===== src/rtl/multi_seq_det_defs.vh =====
// rtl/multi_seq_det_defs.vh - default parameter values for multi_seq_det
`ifndef MULTI_SEQ_DET_DEFS_VH
`define MULTI_SEQ_DET_DEFS_VH

`define MSD_NUM_PAT  2
`define MSD_PAT_LEN  4
`define MSD_CNT_W    8
// Pattern i occupies bits [i*PAT_LEN +: PAT_LEN]: pattern0 = 0110, pattern1 = 0111.
`define MSD_PAT_INIT {4'b0111, 4'b0110}

`endif


===== src/rtl/multi_seq_det_pkg.sv =====
// rtl/multi_seq_det_pkg.sv - width helpers shared by multi_seq_det and its lanes
package multi_seq_det_pkg;

  // Index width for n entries; a single entry still needs a 1-bit port.
  function automatic int idx_w(input int n);
    return (n > 1) ? $clog2(n) : 1;
  endfunction

  // Width of a counter that must hold 0..n inclusive.
  function automatic int fill_w(input int n);
    return $clog2(n + 1);
  endfunction

endpackage


===== src/rtl/seq_match_lane.sv =====
// rtl/seq_match_lane.sv - one pattern: register, fill counter, compare, pulse, match counter
//
// Ports:
//   clk, reset        rising-edge clock, asynchronous active-low reset
//   din_valid         a new bit is being sampled this edge
//   window            {history[PAT_LEN-2:0], din}, the candidate PAT_LEN-bit window
//   overlap_en        1 = keep fill full after a match, 0 = restart from empty
//   cfg_we/idx/pat    pattern write; only acts when cfg_idx equals LANE_IDX
//   clear_cnt         synchronous clear of the match counter
//   detected          registered one-cycle match pulse
//   match_cnt         saturating count of matches
module seq_match_lane
  import multi_seq_det_pkg::*;
#(
  parameter int                 PAT_LEN  = 4,
  parameter int                 CNT_W    = 8,
  parameter int                 IDX_W    = 1,
  parameter int                 LANE_IDX = 0,
  parameter logic [PAT_LEN-1:0] PAT_RST  = '0
) (
  input  logic               clk,
  input  logic               reset,
  input  logic               din_valid,
  input  logic [PAT_LEN-1:0] window,
  input  logic               overlap_en,
  input  logic               cfg_we,
  input  logic [IDX_W-1:0]   cfg_idx,
  input  logic [PAT_LEN-1:0] cfg_pat,
  input  logic               clear_cnt,
  output logic               detected,
  output logic [CNT_W-1:0]   match_cnt
);

  localparam int                FILL_W    = fill_w(PAT_LEN);
  localparam logic [FILL_W-1:0] FILL_FULL = FILL_W'(PAT_LEN);
  localparam logic [FILL_W-1:0] FILL_ARM  = FILL_W'(PAT_LEN - 1);
  localparam logic [FILL_W-1:0] FILL_ONE  = FILL_W'(1);
  localparam logic [IDX_W-1:0]  MY_IDX    = IDX_W'(LANE_IDX);
  localparam logic [CNT_W-1:0]  CNT_MAX   = '1;
  localparam logic [CNT_W-1:0]  CNT_ONE   = CNT_W'(1);

  logic [PAT_LEN-1:0] r_pat;
  logic [FILL_W-1:0]  r_fill;
  logic               r_det;
  logic [CNT_W-1:0]   r_cnt;

  logic               w_sel;
  logic               w_hit;
  logic [FILL_W-1:0]  w_fill_nxt;

  always_comb begin
    w_sel      = cfg_we && (cfg_idx == MY_IDX);
    // The completing bit counts toward fill, so fill only needs PAT_LEN-1 here.
    // Compare uses the pattern before any same-edge write.
    w_hit      = din_valid && (r_fill >= FILL_ARM) && (window == r_pat);
    w_fill_nxt = r_fill;
    if (w_sel) begin
      w_fill_nxt = '0;
    end else if (din_valid) begin
      if (w_hit) begin
        w_fill_nxt = overlap_en ? FILL_FULL : '0;
      end else if (r_fill != FILL_FULL) begin
        w_fill_nxt = r_fill + FILL_ONE;
      end
    end
  end

  always_ff @(posedge clk or negedge reset) begin
    if (!reset) begin
      r_pat  <= PAT_RST;
      r_fill <= '0;
      r_det  <= 1'b0;
      r_cnt  <= '0;
    end else begin
      r_det  <= w_hit;
      r_fill <= w_fill_nxt;
      if (w_sel) begin
        r_pat <= cfg_pat;
      end
      // A match on the clearing edge survives as a count of one.
      if (clear_cnt) begin
        r_cnt <= w_hit ? CNT_ONE : '0;
      end else if (w_hit && (r_cnt != CNT_MAX)) begin
        r_cnt <= r_cnt + CNT_ONE;
      end
    end
  end

  assign detected  = r_det;
  assign match_cnt = r_cnt;

endmodule


===== src/rtl/multi_seq_det.sv =====
// rtl/multi_seq_det.sv - serial multi-pattern sequence detector with per-pattern counters
//
// Ports:
//   clk, reset        rising-edge clock, asynchronous active-low reset
//   din_valid, din    serial input bit and its qualifier
//   overlap_en        1 = overlapping matches, 0 = non-overlapping
//   cfg_we/idx/pat    runtime pattern write (out-of-range index ignored)
//   clear_cnt         synchronous clear of every match counter
//   detected          per-pattern one-cycle match pulse
//   match_cnt         per-pattern saturating counts, pattern i in [i*CNT_W +: CNT_W]
`include "multi_seq_det_defs.vh"

module multi_seq_det
  import multi_seq_det_pkg::*;
#(
  parameter int                         NUM_PAT  = `MSD_NUM_PAT,
  parameter int                         PAT_LEN  = `MSD_PAT_LEN,
  parameter int                         CNT_W    = `MSD_CNT_W,
  parameter logic [NUM_PAT*PAT_LEN-1:0] PAT_INIT = `MSD_PAT_INIT
) (
  input  logic                       clk,
  input  logic                       reset,
  input  logic                       din_valid,
  input  logic                       din,
  input  logic                       overlap_en,
  input  logic                       cfg_we,
  input  logic [idx_w(NUM_PAT)-1:0]  cfg_idx,
  input  logic [PAT_LEN-1:0]         cfg_pat,
  input  logic                       clear_cnt,
  output logic [NUM_PAT-1:0]         detected,
  output logic [NUM_PAT*CNT_W-1:0]   match_cnt
);

  localparam int IDX_W = idx_w(NUM_PAT);

  // Oldest bit ends up in the MSB so windows line up with pattern MSB-first order.
  logic [PAT_LEN-1:0] r_hist;
  logic [PAT_LEN-1:0] w_window;

  assign w_window = {r_hist[PAT_LEN-2:0], din};

  always_ff @(posedge clk or negedge reset) begin
    if (!reset) begin
      r_hist <= '0;
    end else if (din_valid) begin
      r_hist <= w_window;
    end
  end

  for (genvar i = 0; i < NUM_PAT; i++) begin : g_lane
    seq_match_lane #(
      .PAT_LEN  (PAT_LEN),
      .CNT_W    (CNT_W),
      .IDX_W    (IDX_W),
      .LANE_IDX (i),
      .PAT_RST  (PAT_INIT[i*PAT_LEN +: PAT_LEN])
    ) u_lane (
      .clk        (clk),
      .reset      (reset),
      .din_valid  (din_valid),
      .window     (w_window),
      .overlap_en (overlap_en),
      .cfg_we     (cfg_we),
      .cfg_idx    (cfg_idx),
      .cfg_pat    (cfg_pat),
      .clear_cnt  (clear_cnt),
      .detected   (detected[i]),
      .match_cnt  (match_cnt[i*CNT_W +: CNT_W])
    );
  end

endmodule


===== config.mk =====
export PLATFORM = sky130hd
export DESIGN_NAME = multi_seq_det
export DESIGN_NICKNAME = d
export VERILOG_FILES = /design/src/rtl/multi_seq_det_pkg.sv /design/src/rtl/seq_match_lane.sv /design/src/rtl/multi_seq_det.sv
export VERILOG_INCLUDE_DIRS = /design/src /design/src/rtl
export SDC_FILE = /design/constraint.sdc
export NUM_CORES = 1
export LEC_CHECK = 0
export CAP_MARGIN = 40
export CORE_MARGIN = 4
export CORE_UTILIZATION = 50
export CTS_CLUSTER_SIZE = 28
export DETAILED_ROUTE_END_ITERATION = 12
export GPL_ROUTABILITY_DRIVEN = 0
export PLACE_DENSITY_LB_ADDON = 0.12
export SKIP_LAST_GASP = 1
export SYNTH_ARGS = -nofsm -noshare
export SYNTH_HDL_FRONTEND = slang
export SYNTH_SLANG_ARGS = --single-unit

===== constraint.sdc =====
create_clock -name clk -period 2.7 [get_ports clk]
set_clock_uncertainty 0.15 [all_clocks]
set_input_delay 0.675 -clock clk [delete_from_list [all_inputs] [get_ports clk]]
set_output_delay 0.675 -clock clk [all_outputs]
set_load 0.02 [all_outputs]

-- Yosys cells after proc, flatten, opt, wreduce, memory -nomap -nowiden
Index checks and enable logic that the tools add are counted.
- $add $sub $neg: 4
- $lt $le $gt $ge: 2
- equal/unequal tests: 6
- mux-type cells: 15
- bitwise gates (word level): 1
- reductions and logical operators: 16
- operators by type and width (operator ; number):
    2-to-1 mux 8 bit ; 4
    2-to-1 mux 3 bit ; 9
    adder 8 x 1 -> 8 bit (second input constant) ; 2
    != test 8 bit (second input constant) ; 2
    equality test 4 bit ; 2
    logical AND 1 bit ; 8
    nonzero test 2 bit ; 4
    adder 3 x 1 -> 3 bit (second input constant) ; 2
    greater-or-equal comparator 3 x 2 -> 1 bit (second input constant) ; 2
    != test 3 bit (second input constant) ; 2
    nonzero test 3 bit ; 2
    AND reduction 2 bit ; 2
    2-to-1 mux 1 bit ; 2
    NOT 1 bit ; 1
- register bits: 35
- bits of input ports: 12
- output and inout bits: 18

-- Depth between registers and ports, before layout
- word-level depth: 6
- gate-level depth with buffers: 8

-- Modules after synthesis
A second synthesis with hierarchy kept.
- cell total of the unflattened synthesis: 180
- area, all modules: 1879.3 um^2
- modules (own cells, without submodules) (module ; instances ; cells an instance ; area each (um^2)):
    seq_match_lane at g_lane[0].u_lane ; 1 ; 88 ; 890.9
    seq_match_lane at g_lane[1].u_lane ; 1 ; 86 ; 879.6
    multi_seq_det ; 1 ; 6 ; 108.9

-- Worst setup path after synthesis
No wires, ideal clock.
- path type: input -> register
- start point: in din
- end point: reg g_lane[0].u_lane.r_cnt[3]
- library setup time: 0.078 ns
- arrival: 1.837 ns
- setup slack: 0.635 ns
- stages on the path: 6
- path buffers: 1
- path through: xor2_1 nor4_4 nand3_2 buf_6 or3_1 a21oi_1
- cells in the longest elaborated chain, start to end: 4
- ends and longest elaborated chain (item ; RTL line ; source):
    start: declaration ; multi_seq_det.sv:24 ; input logic din,
    equality test 4 bit ; seq_match_lane.sv:55 ; w_hit = din_valid && (r_fill >= FILL_ARM) && (window == r_pat);
    logical AND 1 bit ; seq_match_lane.sv:55 ;
    logical AND 1 bit ; seq_match_lane.sv:83 ; end else if (w_hit && (r_cnt != CNT_MAX)) begin
    nonzero test 2 bit (no source line) ; n/a ;
    end signal: assignment ; seq_match_lane.sv:82 ; r_cnt <= w_hit ? CNT_ONE : '0;
    end signal: assignment ; seq_match_lane.sv:84 ; r_cnt <= r_cnt + CNT_ONE;
    end: declaration ; seq_match_lane.sv:45 ; logic [CNT_W-1:0] r_cnt;
No other way between the ends.
A chain may end at the register's enable or synchronous reset.

-- Worst setup path after layout
- start point: in din
- end point: reg g_lane[0].u_lane.r_cnt[5]
The elaborated chain is that of the path after synthesis.

==> out/metrics.csv <==
stage;metric;value;unit
outcome;status;completed;
placement;DP Area;2290;sq um
placement;number of I/O port buffers;29;
critical_path;worst endpoint required time;2.73;ns
route;drt first-iter violations;107;
cells_and_area;leading cell type in the layout, fill and taps excluded;dfrtp_1;
logic_synthesis;top cell type by total area after synthesis;dfrtp_1;
cells_and_area;fin nets;243;
grt;number of global-route vias before repair;1499;
route;Post-DRT Antenna Nets;0;
timing;Fin. Hold Viols;0;
timing;slew of the pin with the lowest slew margin;0.444;ns
cells_and_area;area delta synth->final;25.2;%
critical_path;crit path kind;primary input to flop;
timing;final setup vio count;0;
critical_path;Critical Path End Type;flop;
route;vias per cell;5.62;
grt;initial antenna violation count;0;
timing;Slew HR;69.6;%
clock_network;Post-CTS Resized;0;
timing;RSZ-0062 raised after global routing;false;
critical_path;Startpoint Class;primary input;
floorplan;core area;3660;sq um
cells_and_area;# fillers;288;
clock_network;H-tree Lvls;2;
grt;grt ovf;0;
timing;Tmin final;2.34;ns
route;Vias;1528;
logic_synthesis;Synth top area share;39.6;%
floorplan;starting density of the core;51.8;%
logic_synthesis;register area share after synthesis;46.5;%
critical_path;CP Max Fanout;10;
grt;largest net degree at the start of global routing;36;
critical_path;CP max stage cell;clkdlybuf4s50_1;
power;Comb pwr share;25.9;%
clock_network;TritonCTS buffer count;5;
clock_network;Reg clk slew, reported paths;0.07;ns
power;Sequential Power Share;47.8;%
grt;first-pass GRT wire length;6620;um
job;MaxCap Viol Count;0;
logic_synthesis;Post-Syn Area;1900;sq um
clock_network;clk sinks;35;
route;Routed WL;3860;um
timing;Slew Limit Fails;0;
clock_network;CTS Hold Bufs;0;
critical_path;Buf+Inv Stages, Crit Path;1;
clock_network;Setup Fix Bufs, Post-CTS;0;
route;DR WL/cell;14.2;um
floorplan;Top Ports;30;
critical_path;cell-by-cell trace of the critical path;clkdlybuf4s50_1 -> xor2_1 -> nor4_4 -> nand3_2 -> o31a_2 -> o21ba_2;
logic_synthesis;Post-Syn Instances;183;
clock_network;CTS tree;yes;
floorplan;DIE AREA;4840;sq um
timing;fin crit share;86.6;%
cells_and_area;most frequent cells in the layout;30 x dfrtp_1, 29 x clkdlybuf4s50_1, 13 x nand3_1;
cells_and_area;fin cells;272;
cells_and_area;Layout Utilization;64.9;%
placement;hpwl dp;2810;um
route;drt drc;0;
floorplan;Die Ht;69.6;um
min_path;Tightest Hold Check Type;flop to flop;
logic_synthesis;post-synthesis register bit count;35;
critical_path;crit-path max cell delay;0.44;ns
timing;final worst slack;0.362;ns
placement;dpl cells;264;
cells_and_area;antenna fix cells;0;
timing;FMAX;428;MHz
critical_path;CP top delay family;compound AO/OA/AOI/OAI gates;
power;Net Switching;0.448;mW
power;Leak;0.967;nW
logic_synthesis;Avg Cell Area, Syn;10.4;sq um
critical_path;Worst EP arrival;2.37;ns
grt;gr usage total;16.8;%
floorplan;row count;22;
logic_synthesis;syn_nets;203;
cells_and_area;final instance area;2370;sq um
clock_network;Clk Latency, worst-skew pair;0.29;ns
logic_synthesis;Netlist cell types;42;
power;sw frac;32.0;%
placement;Setup WS pre-CTS;0.0413;ns
timing;setup tns final;0;ns
route;drt first pass iters;4;
power;internal power;0.954;mW
logic_synthesis;top post-synthesis cells by area;dfrtp_1 40%, mux2_2 7.1%, dfstp_2 6.9%, ha_1 5.3%, xnor2_1 3.7%;
power;worst vdd ir;0.000357;V
power;power consumption;1.40;mW
power;Power Density;591;nW/um^2
floorplan;die width;69.6;um
timing;Hold Slack;0.384;ns
clock_network;clock buffer depth;2;
logic_synthesis;Yosys warning total;0;
cells_and_area;layout cell share with drive strength beyond 1;19.6;%
clock_network;root buffer cell;clkbuf_8;
power;Clock power frac;26.3;%
sequential cells by signal (all words and copies together), names as in the netlist:
register and flops:
g_lane.u_lane.match_cnt 16, g_lane.u_lane.r_pat 8, g_lane.u_lane.r_fill 6, r_hist 3
g_lane.u_lane.detected 2
power by group through the flow:
stage / Clock (mW) / Combinational, mW / Sequential (mW)
2_1_floorplan: 0 / 0.260 / 0.668
3_3_place_gp: 0 / 0.344 / 0.674
3_5_place_dp: 0 / 0.366 / 0.678
4_1_cts: 0.385 / 0.370 / 0.670
5_1_grt: 0.405 / 0.407 / 0.683
6_report: 0.368 / 0.363 / 0.671
synthesized netlist by cell type, drive strengths merged:
master	count
a22oi	1
nor3	3
dfrtp	30
nor2b	5
nand3b	1
clkbuf	3
o21ba	1
nand2	10
buf	5
and4	1
ha	8
o21ai	11
mux2	12
dfstp	5
a2111oi	1
o311ai	1
nor2	11
a31o	1
o211ai	1
nand2b	1
xnor2	8
o31a	1
and2	2
a211oi	2
xor2	4
nand4	6
o21a	1
o31ai	1
a21o	1
a311oi	1
a211o	1
or3	4
a21oi	10
mux2i	3
nand3	14
nor4	3
inv	9
layer usage:
layer | track usage [%] | share of wire [%] | vias to the layer above
li1 | - | - | 731
met1 | 19.1 | 42 | 751
met2 | 29.4 | 52 | 39
met3 | 4.49 | 4.3 | 7
met4 | 7.38 | 1.5 | 0
met5 | 0 | 0 | -
final timing paths:
path,start,to,slack [ns],cells past startpoint
max in group asynchronous,reset,g_lane[1].u_lane.r_pat[2],1.41,2
worst max register to register,g_lane[0].u_lane.r_fill[0],g_lane[0].u_lane.r_fill[0],0.55,6
worst min-delay path,g_lane[0].u_lane.r_pat[0],g_lane[0].u_lane.r_pat[0],0.38,1
min in group asynchronous,reset,g_lane[1].u_lane.r_fill[2],0.64,2
worst min register to register,g_lane[0].u_lane.r_pat[0],g_lane[0].u_lane.r_pat[0],0.38,1
worst max-delay path,din,g_lane[0].u_lane.match_cnt[5],0.36,6
final cells by class:
class / instances / area [sq um] / area share, %
multi-input combinational: 131 / 933 / 39.3
sequential: 35 / 882 / 37.1
timing repair buffer: 41 / 380 / 16.0
clock buffer: 6 / 72.6 / 3.06
tap: 48 / 60.1 / 2.53
inverter: 9 / 33.8 / 1.42
clock inverter: 2 / 12.5 / 0.527
logic make-up after synthesis:
group           count (synthesis)  share of synthesized area [%]
simple gates                   61                           17.6
compound gates                 35                           12.1
flops                          35                           46.5
buf+inv                        17                           4.29
mux                            15                           8.71
xor+xnor                       12                           5.54
fa+ha+maj                       8                           5.28
worst reg2reg max path, stage by stage (launching register included):
cell and delay [ns]:
dfrtp_1 0.43, ha_1 0.22, ha_1 0.17, a211oi_1 0.24, nor2_1 0.11, and2_2 0.22, a2111oi_0 0.46
No activity file was read; power rests on OpenSTA's default activity.
